### src/rtl/counter_param.sv
// -----------------------------------------------------------------------------
// counter_param
//
// Parametrised up/down counter with synchronous load, wrap or saturate
// behaviour at the range limits, a registered terminal-count pulse and a
// sticky overflow/underflow flag. The range is 0..MAX_VAL.
//
// Optional feature macro: COUNTER_PRESCALER_EN
//   When defined, an internal prescaler makes the counter step once every
//   PRESCALE enabled clock cycles. When undefined, no prescaler is built and
//   the counter steps on every enabled cycle.
//
// Parameters:
//   WIDTH     counter width in bits (>= 2)
//   MAX_VAL   top count value (<= 2**WIDTH-1)
//   PRESCALE  enabled cycles per count step (>= 1), prescaler builds only
//
// Ports:
//   clk        in   system clock, rising edge
//   rst        in   asynchronous active-high reset
//   en         in   count enable; the counter holds when low
//   up_dn      in   1 = count up, 0 = count down
//   sat_mode   in   1 = saturate at the limits, 0 = wrap
//   load       in   synchronous load strobe (takes priority over stepping)
//   load_val   in   load value, clamped to MAX_VAL
//   clear_ovf  in   clears the sticky ovf flag (a same-cycle set wins)
//   count      out  current count, registered
//   tc         out  one-cycle terminal-count pulse, registered
//   ovf        out  sticky overflow/underflow flag, registered
// -----------------------------------------------------------------------------
module counter_param #(
    parameter int WIDTH    = 8,
    parameter int MAX_VAL  = 2**WIDTH - 1,
    parameter int PRESCALE = 1
) (
    input  logic             clk,
    input  logic             rst,
    input  logic             en,
    input  logic             up_dn,
    input  logic             sat_mode,
    input  logic             load,
    input  logic [WIDTH-1:0] load_val,
    input  logic             clear_ovf,
    output logic [WIDTH-1:0] count,
    output logic             tc,
    output logic             ovf
);

    localparam logic [WIDTH-1:0] MAX_C  = WIDTH'(MAX_VAL);
    localparam logic [WIDTH-1:0] ZERO_C = {WIDTH{1'b0}};
    localparam logic [WIDTH-1:0] ONE_C  = WIDTH'(1);

    logic [WIDTH-1:0] count_r;
    logic [WIDTH-1:0] count_nxt_s;
    logic             tc_r;
    logic             tc_nxt_s;
    logic             ovf_r;
    logic             ovf_nxt_s;
    logic             tick_s;
    logic             step_s;

`ifdef COUNTER_PRESCALER_EN
    // A PRESCALE of 1 would give a zero-width counter; keep one bit, which
    // then sits at 0 and makes the tick true on every enabled cycle.
    localparam int              PS_W      = (PRESCALE > 1) ? $clog2(PRESCALE) : 1;
    localparam logic [PS_W-1:0] PS_LAST_C = PS_W'(PRESCALE - 1);
    localparam logic [PS_W-1:0] PS_ZERO_C = PS_W'(0);
    localparam logic [PS_W-1:0] PS_ONE_C  = PS_W'(1);

    logic [PS_W-1:0] ps_r;
    logic [PS_W-1:0] ps_nxt_s;

    assign tick_s = (ps_r == PS_LAST_C);

    // Prescaler next state: clear on load, advance and roll over on enabled cycles.
    always_comb begin
        ps_nxt_s = ps_r;
        if (load) begin
            ps_nxt_s = PS_ZERO_C;
        end else if (en) begin
            if (tick_s) begin
                ps_nxt_s = PS_ZERO_C;
            end else begin
                ps_nxt_s = ps_r + PS_ONE_C;
            end
        end else begin
            ps_nxt_s = ps_r;
        end
    end

    // Prescaler register.
    always_ff @(posedge clk or posedge rst) begin
        if (rst) begin
            ps_r <= PS_ZERO_C;
        end else begin
            ps_r <= ps_nxt_s;
        end
    end
`else
    // Without a prescaler every enabled cycle is a step; PRESCALE is inert.
    logic unused_prescale_s;
    assign unused_prescale_s = (PRESCALE > 0);
    assign tick_s            = 1'b1;
`endif

    assign step_s = en & ~load & tick_s;

    // Counter next state: load beats step beats hold; boundary steps pulse tc and set ovf.
    always_comb begin
        count_nxt_s = count_r;
        tc_nxt_s    = 1'b0;
        // A set later in this block overrides the clear, so set wins.
        ovf_nxt_s   = ovf_r & ~clear_ovf;
        if (load) begin
            if (load_val > MAX_C) begin
                count_nxt_s = MAX_C;
            end else begin
                count_nxt_s = load_val;
            end
        end else if (step_s) begin
            if (up_dn) begin
                // >= rather than == keeps the boundary test safe even though
                // values above MAX_VAL are unreachable.
                if (count_r >= MAX_C) begin
                    tc_nxt_s    = 1'b1;
                    ovf_nxt_s   = 1'b1;
                    count_nxt_s = sat_mode ? MAX_C : ZERO_C;
                end else begin
                    count_nxt_s = count_r + ONE_C;
                end
            end else begin
                if (count_r == ZERO_C) begin
                    tc_nxt_s    = 1'b1;
                    ovf_nxt_s   = 1'b1;
                    count_nxt_s = sat_mode ? ZERO_C : MAX_C;
                end else begin
                    count_nxt_s = count_r - ONE_C;
                end
            end
        end else begin
            count_nxt_s = count_r;
        end
    end

    // Output registers.
    always_ff @(posedge clk or posedge rst) begin
        if (rst) begin
            count_r <= ZERO_C;
            tc_r    <= 1'b0;
            ovf_r   <= 1'b0;
        end else begin
            count_r <= count_nxt_s;
            tc_r    <= tc_nxt_s;
            ovf_r   <= ovf_nxt_s;
        end
    end

    assign count = count_r;
    assign tc    = tc_r;
    assign ovf   = ovf_r;

endmodule

### config.mk
export PLATFORM = sky130hd
export DESIGN_NAME = counter_param
export DESIGN_NICKNAME = d
export VERILOG_FILES = /design/src/rtl/counter_param.sv
export SDC_FILE = /design/constraint.sdc
export NUM_CORES = 1
export LEC_CHECK = 0
export CAP_MARGIN = 20
export CORE_MARGIN = 2
export CORE_UTILIZATION = 30
export DETAILED_ROUTE_END_ITERATION = 10
export SYNTH_ARGS = -nofsm -noshare
export SYNTH_HDL_FRONTEND = slang
export SYNTH_SLANG_ARGS = --single-unit
### constraint.sdc
create_clock -name clk -period 2.2 [get_ports clk]
set_clock_uncertainty 0.2 [all_clocks]
set_input_delay 0.33 -clock clk [delete_from_list [all_inputs] [get_ports clk]]
set_output_delay 0.33 -clock clk [all_outputs]
set_load 0.01 [all_outputs]
# After elaboration in Yosys (flattened, before gate mapping)
# Index checks and enable logic that the tools add are counted.
# W data, S select, Z words.
dict set report word_totals {
  regBits 10
  in_bits 15
  output_inout_bits 10
  elab_cells 31
}
dict set report classes {
  addsub 2
  n_lt_le_gt_ge 2
  n_mux 18
  n_reduce_logical 2
  n_bitwise 4
}
# op n
set op_table {}
lappend op_table {{$mux W8} 8}
lappend op_table {{$mux W1} 10}
lappend op_table {{$add A8 B1 Y8 const B} 1}
lappend op_table {{$ge A8 B8 Y1 const B} 1}
lappend op_table {{$gt A8 B8 Y1 const B} 1}
lappend op_table {{$logic_not A8 Y1} 1}
lappend op_table {{$sub A8 B1 Y8 const B} 1}
lappend op_table {{$and A1 B1 Y1} 2}
lappend op_table {{$not A1 Y1} 2}
lappend op_table {{$reduce_bool A2 Y1} 1}

# Depth between registers and ports, before layout
dict set report depth {
  depth_word 6
  mapped_depth 7
  mapped_depth_nobuf 7
}

# Worst setup path after synthesis
# No wires, ideal clock.
dict set report synth_path {
  kind {reg2reg}
  start {register count_r[0] (netlist: count[0])}
  end {register count_r[4] (netlist: count[4])}
  t_arrival_ns 1.636
  required_ns 1.920
  stages_incl_launch_ff 8
  period_less_slack_ns 1.916
  path_buffers 1
  setup_slack_ns 0.284
  setup_time_ns 0.080
  path_cell_list {dfrtp_1 ha_1 and2_1 clkbuf_1 nand3_1 o32a_4 and2_4 a31oi_4}
}
dict set report synth_via {
  elab_chain_len 5
  elab_cells_between_ends 9
  classes_between {add/sub: 2; order compare: 1; mux: 5; reduce/logical: 1}
}
# item line
set synth_lines {}
lappend synth_lines {{start: declaration} 53} ;# logic [WIDTH-1:0] count_r;
lappend synth_lines {{start signal: assignment} 152} ;# count_r <= count_nxt_s;
lappend synth_lines {{$sub A8 B1 Y8 (tied with other cells)} 137} ;# count_nxt_s = count_r - ONE_C;
lappend synth_lines {{$mux W8 (on tied branches)} {132, 124}}
lappend synth_lines {{$mux W8 *} 121} ;# if (up_dn) begin
lappend synth_lines {{$mux W8 *} 120} ;# end else if (step_s) begin
lappend synth_lines {{$mux W8 *} 114} ;# if (load) begin
# Every way passes the cells marked *; elsewhere a longest branch is shown, timed or not. The select of a mux whose other input is x is not followed.
# A chain may end at the register's enable or synchronous reset.

# Worst setup path in the final report
dict set report layout_path {
  start {register count_r[3] (netlist: count[3])}
  end {output count[3]}
}
# item line
set layout_lines {}
lappend layout_lines {{end: declaration} 44} ;# output logic [WIDTH-1:0] count,
# No word-level cell between the ends.

==> impl_metrics.py <==
metrics = {
    "grt": {
        "antenna_found_initial": 0,
        "grt_usage": 0.157,
        "top_usage_layer": "met2",
        "grt_pass1_wl_um": 4370,
        "grt_util_met2": 0.269,
        "use_met3": 0.0378,
        "grt-ovfl-total": 0,
        "grt_max_degree": 15,
        "grt_pass1_vias": 956,
        "met1_usage": 0.205,
    },
    "setup_path": {
        "r2r_cells": 6,
        "worstPathArrival_ns": 1.50,
        "cp_slowest_stage_delay_ns": 0.53,
        "crit_cells": 2,
        "rr_endpoint": "count[4]",
        "crit_required_ns": 1.67,
        "cp-endpoint": "count[3]",
        "rrSetupSlack_ns": 0.18,
        "critPathLaunchType": "flip-flop",
        "worstSetupPathType": "flip-flop to output pin",
        "crit_chain": "buf_4, clkdlybuf4s50_1",
        "startpoint": "count[3]",
        "end_kind": "output pin",
        "worst-path-buf-inv": 2,
        "crit_path_max_fanout": 6,
        "crit_family": "buffers and inverters",
        "reg2reg_from": "count[0]",
        "slowest_stage": "clkdlybuf4s50_1",
    },
    "synth": {
        "syn_inst": 116,
        "synthXorXnorAreaFrac": 0.0446,
        "synth_top_area_frac": 0.255,
        "ys_async_sr_fraction": 1.00,
        "synth-main-ff-cell": "dfrtp_1",
        "synth_cell_type_count": 43,
        "synth-compound-area-share": 0.278,
        "ys_seq_area_frac": 0.255,
        "synth-seq-cells": 10,
        "synth_edf_count": 0,
        "synth_adder_area_share": 0.0382,
        "synth_commonest_cells": "a21oi_1 (12), dfrtp_1 (10), inv_1 (10), nor2_1 (8), nand3_1 (7)",
        "yosysMostFrequentCell": "a21oi_1",
        "synth_simple_gate_area_frac": 0.271,
        "synth.cell_area_um2": 982,
        "avgSynthCellArea_um2": 8.47,
        "synth_top_family_by_area": "compound AO/OA/AOI/OAI gates",
        "syn-num-nets": 134,
        "synthTopCellsByArea": "dfrtp_1 (25%), a21oi_1 (6.1%), xnor2_1 (4.5%), ha_1 (3.8%), inv_1 (3.8%)",
        "yosys.area.top_type": "dfrtp_1",
        "yosysWarningCount": 0,
        "synthMuxAreaShare": 0.0318,
    },
    "die": {
        "rows": 20,
        "die-area_um2": 3750,
        "io_pins": 25,
        "die_h_um": 61.2,
        "core_region_area_um2": 3080,
        "die_w_um": 61.2,
        "initial_utilization": 0.319,
    },
    "timing": {
        "grt_setup_unrepaired": "false",
        "setup_tns_ns": 0,
        "min_period_ns": 2.03,
        "setup_viol": 0,
        "fin_crit_sh": 0.921,
        "hold_viol": 0,
        "slew_viol_final": 0,
        "tightest_slew_ns": 0.401,
        "relSlewSlack": 0.732,
        "clock.fmax_ghz": 0.493,
    },
    "routing": {
        "wl_um": 2610,
        "ant_nets": 0,
        "drc_errors": 0,
        "vias_per_cell": 5.15,
        "wire_per_inst_um": 13.9,
        "drt-initial-drc-count": 39,
        "vias": 963,
        "drt_pre_antenna_iters": 4,
    },
    "clocking": {
        "cts.clk_slew.worst_paths_ns": 0.07,
        "cts_sinks": 10,
        "clockBufferDepth": 2,
        "cts_tree": "done",
        "post_cts_buffers": 0,
        "ctsResizeCount": 0,
        "clockRootBuffer": "clkbuf_4",
        "htree_levels": 1,
        "clock_latency_ns": 0.27,
        "cts_made_buffers": 3,
        "hold_buffers": 0,
    },
    "finish": {
        "layout.nets": 162,
        "antenna_cells": 0,
        "seq_area_um2": 250,
        "design_area_um2": 1320,
        "syn2layout_area_growth_pct": 34.8,
        "fillCellCount": 313,
        "multiInputGateArea_um2": 652,
        "drive_gt1_frac": 0.182,
    },
    "place": {
        "hpwl_um": 2100,
        "placedInstanceArea_um2": 1290,
        "place_congestion": 0.892,
        "port_buffers": 24,
    },
    "job": {
        "max_cap_viol_count": 0,
    },
    "pwr": {
        "peakVddDrop_v": 0.000222,
        "leakagePower_nw": 0.555,
        "p_per_area_nw_per_um2": 510,
    },
    "run_status": {
        "status": "complete, no violations",
    },
    "min_path": {
        "hp-class": "primary input to async pin",
    },
}
-- area by class of cell --
cell class,count,share of cell area
Multi-Input combinational cell,88,0.492
Timing Repair Buffer,31,0.221
Tap cell,44,0.0416
Sequential cell,10,0.189
Inverter,10,0.0284
Clock buffer,4,0.0274
-- state kept, by name, summed over array words and instances (netlist names) --
signal,count
count,8
ovf,1
tc,1
-- placed cells by master (no fill, tap or decap), types with 2 or more instances in the layout --
cell type        netlist  final
clkdlybuf4s50_1        0     24
a21oi_1               12     12
inv_1                 10     10
dfrtp_1               10     10
nor2_1                 8      8
nand3_1                7      7
buf_4                  1      7
nand2_1                6      6
xnor2_1                5      5
nand2b_1               4      4
o21ai_0                4      4
o21a_1                 3      3
a21oi_2                3      3
ha_1                   3      3
clkbuf_4               0      3
and2_1                 2      2
nor3_4                 2      2
a31oi_1                2      2
nor3_1                 2      2
mux2i_1                2      2
a22o_1                 2      2
-- kinds of logic (layout without fill, tap and decap cells) --
family                   Yosys count  count (layout)
flip-flops                        10              10
AND/OR/NAND/NOR                   41              41
multiplexers                       3               3
XOR/XNOR                           5               5
AO/OA/AOI/OAI                     36              36
buffers and inverters             18              45
adder cells (fa/ha/maj)            3               3
-- power breakdown --
group	switching [W]	leakage (nW)	total, W	internal [W]
sequential	0.0000406	0.122	0.000241	0.000201
clock	0.0000684	0.0210	0.000169	0.000101
combinational	0.000127	0.412	0.000265	0.000138
-- worst min-delay path by stage --
stage | from | to | slack [ns]
finish | rst | count[0] | 0.14
global route | rst | count[0] | 0.19
CTS | rst | count[0] | 0.16
detailed placement | ovf | ovf | 0.26
global placement | ovf | ovf | 0.26
floorplan | rst | count[0] | -0.03
-- layer usage --
metal	share of wire	up-vias
li1	-	471
met1	0.41	462
met2	0.52	28
met3	0.060	2
met4	0.0088	0
met5	0	-
-- stage by stage --
stage	setup slack [ns]	hold slack [ns]	power (W)	instances	util
final	0.173	0.143	0.000675	187	0.430
after global placement	0.191	0.258	0.000511	183	0.418
after floorplan	0.284	-0.0298	0.000405	116	-
after detailed placement	0.162	0.264	0.000511	183	0.418
after global routing	0.0654	0.187	0.000720	187	0.430
after CTS	0.164	0.159	0.000684	187	0.430
(Power assumes the default switching activity.)
